## src/rtl/cnn_pkg.sv

```systemverilog
// cnn_pkg: shared CNN constants (pixel width, per-layer map sizes) and read-FSM state type
package cnn_pkg;
  localparam int FMAP_DATA_BITS = 12;
  localparam int L1_WIDTH = 12;
  localparam int L1_HEIGHT = 12;
  localparam int L2_WIDTH = 6;
  localparam int L2_HEIGHT = 6;
  typedef enum logic {IDLE, STREAM} rd_state_e;
endpackage

```

## src/rtl/fmap_bank_ram.sv

```systemverilog
// fmap_bank_ram: simple dual-port frame bank, synchronous read, contents never reset
// Ports: clk; we/waddr/wdata write port; raddr in, rdata out one cycle later.
module fmap_bank_ram #(
  parameter int DEPTH = 144,
  parameter int DATA_BITS = 12
) (
  input  logic                     clk,
  input  logic                     we,
  input  logic [$clog2(DEPTH)-1:0] waddr,
  input  logic [DATA_BITS-1:0]     wdata,
  input  logic [$clog2(DEPTH)-1:0] raddr,
  output logic [DATA_BITS-1:0]     rdata
);
  logic [DATA_BITS-1:0] mem [DEPTH];
  always_ff @(posedge clk) begin
    if (we) mem[waddr] <= wdata;
    rdata <= mem[raddr];
  end
endmodule

```

## src/rtl/fmap_stream_tx.sv

```systemverilog
// fmap_stream_tx: ping-pong frame buffer turning sparse raster input into dense framed output
// Ports: clk, rst_n (async, active-low); valid_in/data_in raster pixels in;
// valid_out/data_out dense pixels out with frame_start/line_end/frame_end markers;
// overflow pulses one cycle per dropped input pixel.
module fmap_stream_tx import cnn_pkg::*; #(
  parameter int WIDTH = L1_WIDTH,
  parameter int HEIGHT = L1_HEIGHT,
  parameter int DATA_BITS = FMAP_DATA_BITS
) (
  input  logic                 clk,
  input  logic                 rst_n,
  input  logic                 valid_in,
  input  logic [DATA_BITS-1:0] data_in,
  output logic                 valid_out,
  output logic [DATA_BITS-1:0] data_out,
  output logic                 frame_start,
  output logic                 line_end,
  output logic                 frame_end,
  output logic                 overflow
);
  localparam int N = WIDTH * HEIGHT;
  localparam int AW = $clog2(N);
  localparam int CW = $clog2(WIDTH);
  localparam logic [AW-1:0] LAST = AW'(N - 1);
  localparam logic [CW-1:0] COL_LAST = CW'(WIDTH - 1);
  rd_state_e state;
  logic [1:0] full;
  logic wr_bank, rd_bank, rd_sel;
  logic [AW-1:0] wr_addr, rd_addr;
  logic [CW-1:0] col;
  logic [DATA_BITS-1:0] q0, q1;
  logic accept, wr_last, rd_en, rd_last;
  assign accept = valid_in && !full[wr_bank];
  assign wr_last = accept && wr_addr == LAST;
  assign rd_en = state == STREAM;
  assign rd_last = rd_en && rd_addr == LAST;
  // RAM output has no reset, so gate it to keep data_out at zero outside valid cycles
  assign data_out = valid_out ? (rd_sel ? q1 : q0) : '0;
  fmap_bank_ram #(.DEPTH(N), .DATA_BITS(DATA_BITS)) u_bank0 (
    .clk(clk), .we(accept && !wr_bank), .waddr(wr_addr), .wdata(data_in),
    .raddr(rd_addr), .rdata(q0)
  );
  fmap_bank_ram #(.DEPTH(N), .DATA_BITS(DATA_BITS)) u_bank1 (
    .clk(clk), .we(accept && wr_bank), .waddr(wr_addr), .wdata(data_in),
    .raddr(rd_addr), .rdata(q1)
  );
  always_ff @(posedge clk or negedge rst_n) begin
    if (!rst_n) begin
      wr_addr <= '0;
      wr_bank <= 1'b0;
      overflow <= 1'b0;
    end else begin
      overflow <= valid_in && full[wr_bank];
      if (accept) wr_addr <= wr_last ? '0 : wr_addr + 1'b1;
      if (wr_last) wr_bank <= !wr_bank;
    end
  end
  // A bank is never set and released in the same cycle: writes need it empty, reads need it full
  always_ff @(posedge clk or negedge rst_n) begin
    if (!rst_n) full <= '0;
    else full <= (full | ({wr_bank, !wr_bank} & {2{wr_last}}))
               & ~({rd_bank, !rd_bank} & {2{rd_last}});
  end
  // Markers are computed from the issued address so they line up with the RAM read latency
  always_ff @(posedge clk or negedge rst_n) begin
    if (!rst_n) begin
      state <= IDLE;
      rd_bank <= 1'b0;
      rd_sel <= 1'b0;
      rd_addr <= '0;
      col <= '0;
      valid_out <= 1'b0;
      frame_start <= 1'b0;
      line_end <= 1'b0;
      frame_end <= 1'b0;
    end else begin
      valid_out <= rd_en;
      frame_start <= rd_en && rd_addr == '0;
      line_end <= rd_en && col == COL_LAST;
      frame_end <= rd_last;
      rd_sel <= rd_bank;
      if (state == IDLE) begin
        rd_addr <= '0;
        col <= '0;
        if (full[rd_bank]) state <= STREAM;
      end else begin
        rd_addr <= rd_last ? '0 : rd_addr + 1'b1;
        col <= col == COL_LAST ? '0 : col + 1'b1;
        if (rd_last) begin
          rd_bank <= !rd_bank;
          if (!full[!rd_bank]) state <= IDLE;
        end
      end
    end
  end
endmodule

```

## config.mk

```make
export PLATFORM = sky130hd
export DESIGN_NAME = fmap_stream_tx
export DESIGN_NICKNAME = d
export VERILOG_FILES = /design/src/rtl/cnn_pkg.sv /design/src/rtl/fmap_bank_ram.sv /design/src/rtl/fmap_stream_tx.sv
export SDC_FILE = /design/constraint.sdc
export NUM_CORES = 2
export LEC_CHECK = 0
export CORE_MARGIN = 2
export CORE_UTILIZATION = 60
export DETAILED_ROUTE_END_ITERATION = 8
export GPL_ROUTABILITY_DRIVEN = 0
export PLACE_DENSITY = 0.74
export SLEW_MARGIN = 0
export SYNTH_ARGS = -nofsm -noshare
export SYNTH_HDL_FRONTEND = slang
export SYNTH_SLANG_ARGS = --single-unit
```

## constraint.sdc

```tcl
create_clock -name clk -period 6.2 [get_ports clk]
set_clock_uncertainty 0.1 [all_clocks]
set_input_delay 0.62 -clock clk [delete_from_list [all_inputs] [get_ports clk]]
set_output_delay 0.62 -clock clk [all_outputs]
set_load 0.03 [all_outputs]
```

# ---- Yosys cells after proc, flatten, opt, wreduce, memory -nomap -nowiden
# Memories as Yosys holds them, arrays and structs flattened. A register that Yosys moved wholly into a read port is not among the register bits.
# Index checks and enable logic that the tools add are counted.
# W data, S select, Z words.
dict set report word_totals {
  register_bits 31
  ramBits 3456
  input_bits 15
  elab_cells 63
  mem_count 2
}
dict set report classes {
  n_addsub 3
  magnitude_cmp 3
  eq_ne 3
  n_mux 21
  n_bitwise 5
  n_reduce_logical 13
}
# memory words word_bits read_ports rd_clocked_by_memory_dff write_ports line
set mem_list {}
lappend mem_list {u_bank0.mem 144 12 1 1 1 fmap_bank_ram.sv:14} ;# logic [DATA_BITS-1:0] mem [DEPTH];
lappend mem_list {u_bank1.mem 144 12 1 1 1 fmap_bank_ram.sv:14}
# cell count
set ops {}
lappend ops {{$mux W12} 2}
lappend ops {{$mux W8} 3}
lappend ops {{$add A8 B1 Y8 const B} 2}
lappend ops {{$eq A8 B8 Y1 const B} 2}
lappend ops {{$mux W1} 14}
lappend ops {{$logic_and A1 B1 Y1} 8}
lappend ops {{$logic_not A8 Y1} 1}
lappend ops {{$mux W4} 2}
lappend ops {{$and A2 B2 Y2} 3}
lappend ops {{$lt A1 B2 Y1 const B} 3}
lappend ops {{$add A4 B1 Y4 const B} 1}
lappend ops {{$eq A4 B4 Y1 const B} 1}
lappend ops {{$logic_not A1 Y1} 3}
lappend ops {{$not A2 Y2} 1}
lappend ops {{$or A2 B2 Y2} 1}
lappend ops {{$reduce_and A2 Y1} 1}

# ---- Logic depth before layout (Yosys ltp)
dict set report depth {
  word_depth 8
  depth_mapped 13
  depth_no_buf 6
}

# ---- Hierarchy
# A second synthesis with hierarchy kept.
dict set report hier_totals {
  cells_unflattened 6194
  hier_area_um2 135916.6
}
# mod instances cells_each area_per_inst_um2 seq_area_each_um2
set by_module_without_submodules {}
lappend by_module_without_submodules {fmap_bank_ram 2 3019 67129.4 52130.0}
lappend by_module_without_submodules {fmap_stream_tx 1 156 1657.8 775.7}

# ---- Worst setup path after synthesis
# OpenSTA, ideal clock, no wires.
dict set report synth_timing {
  path_type {input to register}
  from {in valid_in}
  to {mem u_bank0.mem[54][0], enable pin}
  setup_ns 0.380
  arrival_time_ns 2.361
  required_ns 5.720
  setup_slack_ns 3.358
  cell_stages 5
  path_buffers 1
  path_cell_list {or3b_2 -> nor3_1 -> nand3_1 -> clkbuf_1 -> nor2_1}
}
dict set report synth_between {
  elab_chain_len 4
}
# item line
set synth_rtl {}
lappend synth_rtl {{start: declaration} fmap_stream_tx.sv:12} ;# input logic valid_in,
lappend synth_rtl {{$logic_and A1 B1 Y1} fmap_stream_tx.sv:33} ;# assign accept = valid_in && !full[wr_bank];
lappend synth_rtl {{$logic_and A1 B1 Y1} fmap_stream_tx.sv:40} ;# .clk(clk), .we(accept && !wr_bank), .waddr(wr_addr), .wdata(data_in),
lappend synth_rtl {{$mux W1} fmap_bank_ram.sv:16} ;# if (we) mem[waddr] <= wdata;
lappend synth_rtl {{$mux W1 (not written as such)} fmap_bank_ram.sv:16}
lappend synth_rtl {{end: declaration} fmap_bank_ram.sv:14}
# Every way passes these cells.

# ---- Worst setup path in the final report
dict set report layout_timing {
  from {in valid_in}
  to {mem u_bank0.mem[114][7], enable pin}
}
# Same word-level chain as after synthesis.

==> flow_summary.toml <==
[floorplan]
placementRows = 174
core-area_um2 = 225000
top_level_ports = 32
initial_utilization_pct = 60.4
floorplan.die_area_um2 = 231000
die-width_um = 480
fp.dieH_um = 480

[yosys]
asyncSetResetFlopFracSynth_pct = 0.883
synthTopCellsByArea = "sky130_fd_sc_hd__edfxtp_1 (76%), sky130_fd_sc_hd__mux4_2 (12%), sky130_fd_sc_hd__mux2i_1 (3.2%)"
ys_dominant_reg_cell = "sky130_fd_sc_hd__edfxtp_1"
synth_top_area_share_pct = 76.3
syn_area_um2 = 136000
synth_edf_count = 3456
yosys_register_bits = 3511
synth.cells.most_frequent = "sky130_fd_sc_hd__edfxtp_1 (3456), sky130_fd_sc_hd__mux4_2 (744), sky130_fd_sc_hd__mux2i_1 (438), sky130_fd_sc_hd__nor2_1 (353), sky130_fd_sc_hd__clkbuf_1 (156)"
synth.distinct_cells = 69
synth_area_leader_cell = "sky130_fd_sc_hd__edfxtp_1"
syn_avg_cell_area_um2 = 21.4
synth_most_common_cell = "sky130_fd_sc_hd__edfxtp_1"
mappedNetlistNets = 6371
synthCells = 6349
synth.yosys.warnings = 0
synth_seq_area_share_pct = 77.2

[clock_network]
clockBufferDepth = 4
cts-buffers-inserted = 354
clock_sinks = 3511
cts-root-buf = "sky130_fd_sc_hd__clkbuf_16"
clk_transition_reported_paths_ps = 60
cts_htree_levels = 5
cts-resized-gates = 0
worstSkewPairLatency_ps = 960
cts_tree = "built"

[detailed_routing]
routedWlPerCell_um = 37.1
dr_total_vias = 69100
drt_drc_violations_left = 0
dr.pass1.iters = 6
postRouteWirelength_um = 365000
wl_met1_um = 129000
vias_per_cell = 7.04
topRoutingLayerUsed = "met5"
met3RoutedLength_um = 47800
met2_length_um = 166000
post_route_antenna_net_violation_count = 0
detail_route.iter0.violations = 11500

[sta]
timing_hold_violations_final = 0
unrepaired_setup_endpoints_after_global_routing = "no"
maxSlewHeadroom_pct = 9.54
setup-tns-final_ps = 0
slew_viol_final = 0
min_period_over_period_pct = 71.1
max_freq_mhz = 227
actual_slew_at_the_worst_max_slew_pin_ps = 1350
setup_viol = 0
fin_crit_ps = 4410

[global_route]
globalRouteOverflowTotal = 0
grt_start_max_net_pins = 191
globalRouteTotalUtil_pct = 31.8
via_count_of_the_first_global_routing_pass = 67600
grt_antenna_before_repair = 22
grt_first_pass_wirelength_um = 512000

[power]
power_per_cell_area_nw_per_um2 = 322
irDropWorstVdd_v = 0.000324
power_leakage_nw = 45.6
total_power_mw = 48.6

[setup_path]
worstPathArrival_ps = 4890
regToRegEndpoint = "u_bank0.mem[114][7]$_DFFE_PP_"
worst_path_most_repeated_cell = "sky130_fd_sc_hd__nor2_1"
r2r_cell_count = 4
timing.rr.start = "wr_bank$_DFFE_PN0N_"
setup.worst_path.class = "input pin to flop"
setup.worst_path.start = "valid_in"
critical_path.slowest_cell = "sky130_fd_sc_hd__nor2_1"
setup.worst_path.end_class = "flop"
critPathLaunchType = "input pin"
worstPathCellList = "clkdlybuf4s50_1, or3b_2, nor2_1, nand3_1, nor2_1"
worst-path-max-fanout = 16
r2r_slack_ps = 1800
worstPathRequired_ps = 6680
endpoint = "u_bank0.mem[114][7]$_DFFE_PP_"
critical_path.max_stage_delay_ps = 1120

[worst_hold_path]
worst_hold_path_type = "input pin to flop"

[cells_and_area]
postLayoutCoreUtil_pct = 67.1
share_of_layout_cells_above_drive_strength_1_pct = 22.1
syn_to_final_growth_pct = 11.0
finalNetCount = 6585

[status]
status = "complete, no violations"

[placed_design]
hpwlAfterDp_um = 212000
port_buffers = 31

[run]
maxCapViolations = 0
==> metrics by stage <==
step	hold slack (ps)	worst slack (ps)	cells	area, µm²
final	53.6	1790	9818	151000
after global routing	50.0	1740	9814	151000
after CTS	9.32	1950	9813	151000
after detailed placement	364	991	9193	140000
after global placement	347	989	9193	140000
after floorplan	224	3360	6349	136000
==> power by group <==
group          internal (mW)  switching (mW)  total [mW]  leakage, nW
Combinational          0.146            1.21        1.36         8.41
Clock                   12.2            8.73        20.9         5.48
Sequential              26.2          0.0497        26.3         31.7
Total                   38.6            9.99        48.6         45.6
==> worst min-delay path by stage <==
stage | startpoint | endpoint | slack [ps] | depth (start not counted)
after CTS | data_in[10] | u_bank1.mem[105][10]$_DFFE_PP_ | 9 | 1
after global placement | col[0]$_DFF_PN0_ | col[0]$_DFF_PN0_ | 350 | 1
after floorplan | rst_n | col[0]$_DFF_PN0_ | 220 | 0
after global routing | data_in[10] | u_bank1.mem[126][10]$_DFFE_PP_ | 50 | 1
final | data_in[4] | u_bank1.mem[129][4]$_DFFE_PP_ | 50 | 1
after detailed placement | col[0]$_DFF_PN0_ | col[0]$_DFF_PN0_ | 360 | 1
==> per-layer routing <==
| layer | vias to the layer above | track usage [%] |
|---|---|---|
| li1 | 27000 | - |
| met1 | 35900 | 43.9 |
| met2 | 5338 | 47.1 |
| met3 | 917 | 9.04 |
| met4 | 18 | 16.2 |
| met5 | - | 0 |
==> logic make-up (layout without fill, tap and decap cells) <==
| kind of cell | count (synthesis) | after routing | share of synthesized area, % |
|---|---|---|---|
| flops | 3511 | 3511 | 77.2 |
| mux | 1194 | 1194 | 15.6 |
| simple gates | 672 | 672 | 2.15 |
| compound gates | 566 | 566 | 2.96 |
| buf+inv | 387 | 859 | 1.93 |
| xor+xnor | 12 | 12 | 0.0772 |
| fa+ha+maj | 7 | 7 | 0.0644 |
| other cells | 0 | 5 | 0 |
==> flip-flops by register name, summed over array words and instances, names as in the netlist, 2 cells and up <==
name,cells
u_bank1.mem,1728
col,4
full,2
wr_addr,8
u_bank0.rdata,12
u_bank0.mem,1728
rd_addr,8
u_bank1.rdata,12
==> critical path, delay by kind of cell <==
| family | cells | cell delay (ps) |
|---|---|---|
| simple gates | 4 | 3470 |
| buf+inv | 1 | 780 |
==> cell type report <==
class / count / area, µm²
Sequential cell: 3511 / 105000
Fill cell: 13700 / 74100
Multi-Input combinational cell: 2451 / 28600
Clock buffer: 445 / 9460
Tap cell: 2992 / 3740
Timing Repair Buffer: 234 / 2400
Clock inverter: 169 / 1740
Inverter: 11 / 56.3
Antenna cell: 5 / 12.5
==> repair_timing <==
action,4_1_cts,5_1_grt
hold endpoints to repair,176,0
buffers inserted,0,0
hold buffers,6,0
==> cell usage in the layout, fill, tap and decap left out, types with 40 or more instances in the layout <==
master                      count
sky130_fd_sc_hd__mux4_2       744
sky130_fd_sc_hd__o221ai_1      81
sky130_fd_sc_hd__nor2_1       350
sky130_fd_sc_hd__nor3_1        43
sky130_fd_sc_hd__a21oi_1      110
sky130_fd_sc_hd__buf_4        157
sky130_fd_sc_hd__a22oi_1       47
sky130_fd_sc_hd__o22ai_1       90
sky130_fd_sc_hd__mux2i_1      438
sky130_fd_sc_hd__clkbuf_16    359
sky130_fd_sc_hd__clkinv_1      60
sky130_fd_sc_hd__o21ai_0       50
sky130_fd_sc_hd__nand2_1      109
sky130_fd_sc_hd__clkinv_2      54
sky130_fd_sc_hd__clkbuf_1      71
sky130_fd_sc_hd__buf_12        40
sky130_fd_sc_hd__edfxtp_1    3456
(Power assumes the default switching activity.)
